`src/rtl/pc_fetch_unit.sv`:
```
// pc_fetch_unit
//   Program-counter stage. It holds the architectural PC and issues one
//   instruction-memory fetch request per cycle over a valid/ready handshake.
//   On every accepted request (fire) it selects the next PC, with priority
//   jump > taken branch > sequential. It traps on a misaligned control-flow
//   target and stays trapped until reset.
//
// Ports
//   clock, reset       rising-edge clock; asynchronous active-high reset
//   io_J_output        jump target from the jump unit
//   io_jmp_en          current instruction is JAL/JALR
//   io_jmp_is_jalr     jump is JALR (bit0 of the target is cleared)
//   io_br_taken        conditional branch resolved taken
//   io_br_target       branch target
//   io_stall           hold PC and suppress the request
//   io_imem_ready      instruction memory accepts the request
//   io_imem_valid      fetch request valid
//   io_imem_addr       fetch address (equals io_pc)
//   io_pc              current PC
//   io_pc_plus4        io_pc + 4, the link value, valid in every state
//   io_misaligned      sticky trap flag
//   io_trap_target     offending target latched at the trap
//   io_fetch_count     count of accepted fetches, wraps at 2^32
module pc_fetch_unit #(
  parameter int                XLEN         = 32,
  parameter logic [XLEN-1:0]   RESET_VECTOR = {XLEN{1'b0}},
  parameter bit                JALR_CLR_LSB = 1'b1
) (
  input  logic            clock,
  input  logic            reset,
  input  logic [XLEN-1:0] io_J_output,
  input  logic            io_jmp_en,
  input  logic            io_jmp_is_jalr,
  input  logic            io_br_taken,
  input  logic [XLEN-1:0] io_br_target,
  input  logic            io_stall,
  input  logic            io_imem_ready,
  output logic            io_imem_valid,
  output logic [XLEN-1:0] io_imem_addr,
  output logic [XLEN-1:0] io_pc,
  output logic [XLEN-1:0] io_pc_plus4,
  output logic            io_misaligned,
  output logic [XLEN-1:0] io_trap_target,
  output logic [31:0]     io_fetch_count
);

  localparam logic [XLEN-1:0] PC_STEP = {{(XLEN-3){1'b0}}, 3'd4};

  typedef enum logic [1:0] {
    ST_BOOT = 2'd0,
    ST_RUN  = 2'd1,
    ST_TRAP = 2'd2
  } state_t;

  state_t          state_r;
  state_t          state_nxt_s;
  logic [XLEN-1:0] pc_r;
  logic            misaligned_r;
  logic [XLEN-1:0] trap_target_r;
  logic [31:0]     fetch_count_r;

  logic            valid_s;
  logic            fire_s;
  logic            tgt_misaligned_s;
  logic [XLEN-1:0] jmp_mask_s;
  logic [XLEN-1:0] tgt_s;

  // Next-PC selection; only consumed on fire. Sequential targets are always aligned.
  always_comb begin
    jmp_mask_s = ~{{(XLEN-1){1'b0}}, (JALR_CLR_LSB & io_jmp_is_jalr)};
    tgt_s      = pc_r + PC_STEP;
    if (io_jmp_en) begin
      tgt_s = io_J_output & jmp_mask_s;
    end else if (io_br_taken) begin
      tgt_s = io_br_target;
    end else begin
      tgt_s = pc_r + PC_STEP;
    end
    tgt_misaligned_s = (tgt_s[1:0] != 2'b00);
  end

  // Request generation and next-state logic.
  always_comb begin
    valid_s     = 1'b0;
    state_nxt_s = state_r;
    case (state_r)
      ST_BOOT: begin
        valid_s     = 1'b0;
        state_nxt_s = ST_RUN;
      end
      ST_RUN: begin
        // Stall wins over ready: no request is offered while stalled.
        valid_s = ~io_stall;
        if (valid_s && io_imem_ready && tgt_misaligned_s) begin
          state_nxt_s = ST_TRAP;
        end else begin
          state_nxt_s = ST_RUN;
        end
      end
      ST_TRAP: begin
        valid_s     = 1'b0;
        state_nxt_s = ST_TRAP;
      end
      default: begin
        valid_s     = 1'b0;
        state_nxt_s = ST_BOOT;
      end
    endcase
    fire_s = valid_s & io_imem_ready;
  end

  // State register.
  always_ff @(posedge clock or posedge reset) begin
    if (reset) begin
      state_r <= ST_BOOT;
    end else begin
      state_r <= state_nxt_s;
    end
  end

  // PC, trap capture and fetch counter; all update only on fire.
  always_ff @(posedge clock or posedge reset) begin
    if (reset) begin
      pc_r          <= RESET_VECTOR;
      misaligned_r  <= 1'b0;
      trap_target_r <= {XLEN{1'b0}};
      fetch_count_r <= 32'd0;
    end else if (fire_s) begin
      // The request was accepted, so it counts even when it traps.
      fetch_count_r <= fetch_count_r + 32'd1;
      if (tgt_misaligned_s) begin
        misaligned_r  <= 1'b1;
        trap_target_r <= tgt_s;
      end else begin
        pc_r <= tgt_s;
      end
    end
  end

  assign io_imem_valid  = valid_s;
  assign io_imem_addr   = pc_r;
  assign io_pc          = pc_r;
  assign io_pc_plus4    = pc_r + PC_STEP;
  assign io_misaligned  = misaligned_r;
  assign io_trap_target = trap_target_r;
  assign io_fetch_count = fetch_count_r;

endmodule

```
`config.mk`:
```
export PLATFORM = sky130hd
export DESIGN_NAME = pc_fetch_unit
export DESIGN_NICKNAME = d
export VERILOG_FILES = /design/src/rtl/pc_fetch_unit.sv
export SDC_FILE = /design/constraint.sdc
export NUM_CORES = 1
export LEC_CHECK = 0
export BUFFER_PORTS_ARGS = -buffer_cell sky130_fd_sc_hd__buf_2
export CORE_MARGIN = 3
export CORE_UTILIZATION = 48
export CTS_CLUSTER_SIZE = 20
export DETAILED_ROUTE_END_ITERATION = 8
export HOLD_SLACK_MARGIN = 0.03
export MAX_ROUTING_LAYER = met4
export PLACE_DENSITY_LB_ADDON = 0.08
export SYNTH_ARGS = -nofsm -noshare
export SYNTH_HDL_FRONTEND = slang
export SYNTH_SLANG_ARGS = --single-unit
```
`constraint.sdc`:
```
create_clock -name clock -period 3.15 [get_ports clock]
set_input_delay 0.1575 -clock clock [delete_from_list [all_inputs] [get_ports clock]]
set_output_delay 0.1575 -clock clock [all_outputs]
set_load 0.005 [all_outputs]
```
# == Word-level counts from Yosys, hierarchy flattened ==
# Cells that the tools add are included.
# totals
regBits,99
in_bits,71
out_inout_bits,162
elab_cells,25
# op_classes
n_addsub,2
n_eq_ne,2
mux,5
n_bitwise,5
n_reduce_logical,6
# op_table
op,count
two-way mux 32 bit,2
"adder 32 x 1 -> 32 bit, second input constant",1
"adder 32 x 3 -> 32 bit, second input constant",1
bitwise AND 32 bit,1
NOT 1 -> 32 bit,1
one-hot mux 2 bit (3 select lines),1
AND reduction 2 bit,2
"== test 2 x 1 -> 1 bit, second input constant",1
"== test 2 bit, second input constant",1
logical AND 1 bit,2
zero test 2 bit,1
two-way mux 2 bit,1
NOT 1 bit,2
nonzero test 2 bit,1
bitwise AND 1 bit,1
two-way mux 1 bit,1

# == Longest topological paths before layout ==
# logic_depth
word_depth,7
ltp_mapped,8
depth_no_buf,7

# == Least setup slack after synthesis ==
# OpenSTA, ideal clock, no wires.
# synth_path
path_type,flip-flop to flip-flop
from,"reg pc_r[2], in the netlist io_imem_addr[2]"
to,"reg pc_r[30], in the netlist io_imem_addr[30]"
setup_ns,0.125
arrival_time_ns,1.989
required_time_ns,3.025
path_slack_ns,1.037
path_stages_with_launch,8
period_less_slack_ns,2.113
path_cell_list,dfrtp_1 ha_1 nand4_1 nor2_1 nand4_1 mux2i_1 a221o_1 mux2_2
# synth_via
elab_chain_cells,3
# synth_rtl
item,line_no,source
"start, declared",57,logic [XLEN-1:0] pc_r;
"start signal, assigned",135,pc_r <= tgt_s;
adder 32 x 3 -> 32 bit,77,tgt_s = pc_r + PC_STEP;
two-way mux 32 bit,74,end else if (io_br_taken) begin
two-way mux 32 bit,72,if (io_jmp_en) begin
# No other way between the ends.
# A chain may end at the register's enable or synchronous reset.

# == Worst setup path after layout ==
# layout_path
from,"reg pc_r[2], in the netlist io_imem_addr[2]"
to,out io_pc_plus4[30]
# layout_via
elab_chain_cells,1
# layout_rtl
item,line_no,source
adder 32 x 3 -> 32 bit,143,assign io_pc_plus4 = pc_r + PC_STEP;
"end, declared",41,"output logic [XLEN-1:0] io_pc_plus4,"
# No other way between the ends.

==> impl_metrics.json <==
{
  "cap_violations": 0,
  "synth_fp_nets": 661,
  "fin_crit_ns": 2.59,
  "dp_cells": 904,
  "pin_count": 233,
  "cts_made_buffers": 9,
  "antennaDiodeCount": 0,
  "nets": 849,
  "area_delta_synth_final_pct": 23.4,
  "avgViaCountPerCell": 5.39,
  "async_reset_ff_frac": 1.00,
  "hold_path.class": "in2reg",
  "clock_path_buffers": 2,
  "worstHoldStart": "io_imem_ready",
  "clock_sinks": 99,
  "slew_headroom": 0.274,
  "ys.flop_type": "dfrtp_1",
  "reg2reg_slack_ns": 0.59,
  "wl_per_cell_um": 17.2,
  "fmax_mhz": 386,
  "clk_latency_ns": 0.35,
  "startpoint_type": "register",
  "vias": 4966,
  "ys_ff_latch": 99,
  "finalPower_mw": 4.69,
  "reg2reg_depth": 7,
  "synth_common_cells": "99 x dfrtp_1, 66 x nand2_1, 66 x nor2_1, 43 x a21oi_1, 41 x xnor2_1",
  "fin_ws_ns": 0.560,
  "drv_slew": 0,
  "postLayoutCoreUtil": 0.616,
  "post_cts_buffers": 0,
  "timing.rr.end": "io_imem_addr[30]$_DFFE_PP0P_",
  "synth.most_common_cell": "dfrtp_1",
  "cts_tree": "built",
  "antenna_found_initial": 0,
  "r2r_start": "io_imem_addr[2]$_DFFE_PP0P_",
  "path_class": "reg2out",
  "grt_pass1_wl_um": 25000,
  "synth_cell_types": 50,
  "finalCritPeriodShare": 0.822,
  "worstPathArrival_ns": 2.43,
  "final_cells": 921,
  "grt_setup_unrepaired": "false",
  "status": "finished, final reports clean",
  "track_usage": 0.254,
  "rows": 38,
  "synth_top_area_frac": 0.452,
  "p_per_area_nw_per_um2": 693,
  "fill_cells": 970,
  "min_path_cells": 2,
  "syn_avg_cell_area_um2": 9.31,
  "die_y_um": 113,
  "cp.required_ns": 2.99,
  "cts_root_buffer": "clkbuf_16",
  "hold_end": "state_r[0]$_DFF_PP0_",
  "core_um2": 11000,
  "tightest_slew_ns": 1.09,
  "drtPass1Iterations": 5,
  "synthCells": 588,
  "drive_gt1_frac": 0.347,
  "drt-initial-drc-count": 341,
  "wl_um": 15800,
  "leakage_nw": 3.40,
  "dpl_cell_area_um2": 6430,
  "gp_congestion": 0.895,
  "die_x_um": 113,
  "synth_area_um2": 5480,
  "synthTopCellsByArea": "dfrtp_1 45%, xnor2_1 6.6%, buf_4 4.8%, nand2_1 4.5%, nor2_1 4.5%",
  "post-route-cell-area_um2": 6760,
  "peakVddDrop_mv": 0.340,
  "die-area_um2": 12700,
  "cts.clk_slew.worst_paths_ns": 0.06,
  "synth-warning-count": 0,
  "synth_seq_area_share": 0.452,
  "synth-edff-count": 0,
  "worstSetupEndpointType": "output port",
  "setup_tns_ns": 0,
  "fin_skew_ns": 0.00577,
  "final_hold_viol_count": 0,
  "gr-total-overflow": 0,
  "pre_cts_slack_ns": 0.606,
  "final-setup-viol-count": 0,
  "antenna_left": 0,
  "hpwl_um": 11900,
  "drc": 0,
  "grt_pass1_vias": 4895,
  "cp_max_fo": 8,
  "io_buffers": 232,
  "synth_top_area_cell": "dfrtp_1",
  "initial_core_util": 0.499,
  "hold-worst-slack_ns": 0.0968,
  "grt_max_degree": 44,
  "cts.htree.levels": 3
}
-- worst max-delay path, stage by stage, from the launching register on --
cell     delay [ns]
dfrtp_1        0.47
ha_1           0.24
nand4_1        0.30
nor2_1         0.48
nand4_1        0.23
xnor2_1        0.20
buf_2          0.16
-- flip-flops by register name (all words and copies together), names as in the netlist --
signal	cells
io_trap_target	32
io_misaligned	1
state_r	2
io_fetch_count	32
io_imem_addr	32
-- layer usage --
layer | GRT usage | share of wire | vias up
met5 | - | 0 | -
met4 | 0.0681 | 0.014 | 0
met3 | 0.0535 | 0.075 | 20
met2 | 0.423 | 0.49 | 210
met1 | 0.314 | 0.42 | 2377
li1 | - | - | 2359
-- cell families after synthesis --
family | share of synthesized area
compound gates | 0.116
xor+xnor | 0.0944
fa+ha+maj | 0.00457
buf+inv | 0.0937
flops | 0.452
mux | 0.0318
simple gates | 0.207
-- cells in the final DEF, fill, tap and decap left out, types with 2 or more instances in the layout --
cell and count:
a222oi_1 6, or2_2 3, clkbuf_1 2, o21ai_0 30
nor4_4 4, and2_1 4, a31oi_1 8, o221ai_1 3
nand4_1 20, clkbuf_16 9, nor2b_1 3, inv_1 21
nand2_1 66, xnor2_1 41, nand2b_1 9, nand3_1 21
a21boi_0 3, mux2_2 3, bufinv_16 2, or3_1 4
xor2_1 18, nor3_1 3, mux2i_1 14, buf_4 6
a21oi_1 43, ha_1 2, nor4_1 5, a221oi_1 5
buf_2 232, nor2_1 66, and3_1 3, dfrtp_1 99
and4_1 2
-- worst max-delay path by stage --
stage                                startpoint                        endpoint  slack [ns]
floorplan                                 reset   io_fetch_count[0]$_DFFE_PP0N_        0.40
global placement    io_imem_addr[2]$_DFFE_PP0P_  io_trap_target[30]$_DFFE_PP0P_        0.74
detailed placement  io_imem_addr[2]$_DFFE_PP0P_    io_imem_addr[30]$_DFFE_PP0P_        0.61
CTS                 io_imem_addr[2]$_DFFE_PP0P_                 io_pc_plus4[30]        0.55
global route        io_imem_addr[2]$_DFFE_PP0P_  io_trap_target[26]$_DFFE_PP0P_        0.36
finish              io_imem_addr[2]$_DFFE_PP0P_                 io_pc_plus4[30]        0.56
-- repair_timing --
action	CTS	global route
hold buffers	1	0
resized for setup	0	0
hold endpoints to repair	41	0
-- report_power, final --
part	total [mW]	switching, mW	internal [mW]
clock network	1.19	0.474	0.719
registers	1.97	0.392	1.58
logic	1.52	0.789	0.734
-- cell type report --
class,instances,area (um2),area share
clock inverter,4,73.8,0.0109
clock buffer,12,246,0.0365
inverter,22,85.1,0.0126
multi-input combinational,405,2490,0.368
timing repair buffer,239,1220,0.180
tap,140,175,0.0259
sequential,99,2480,0.366
(Power assumes the default switching activity.)
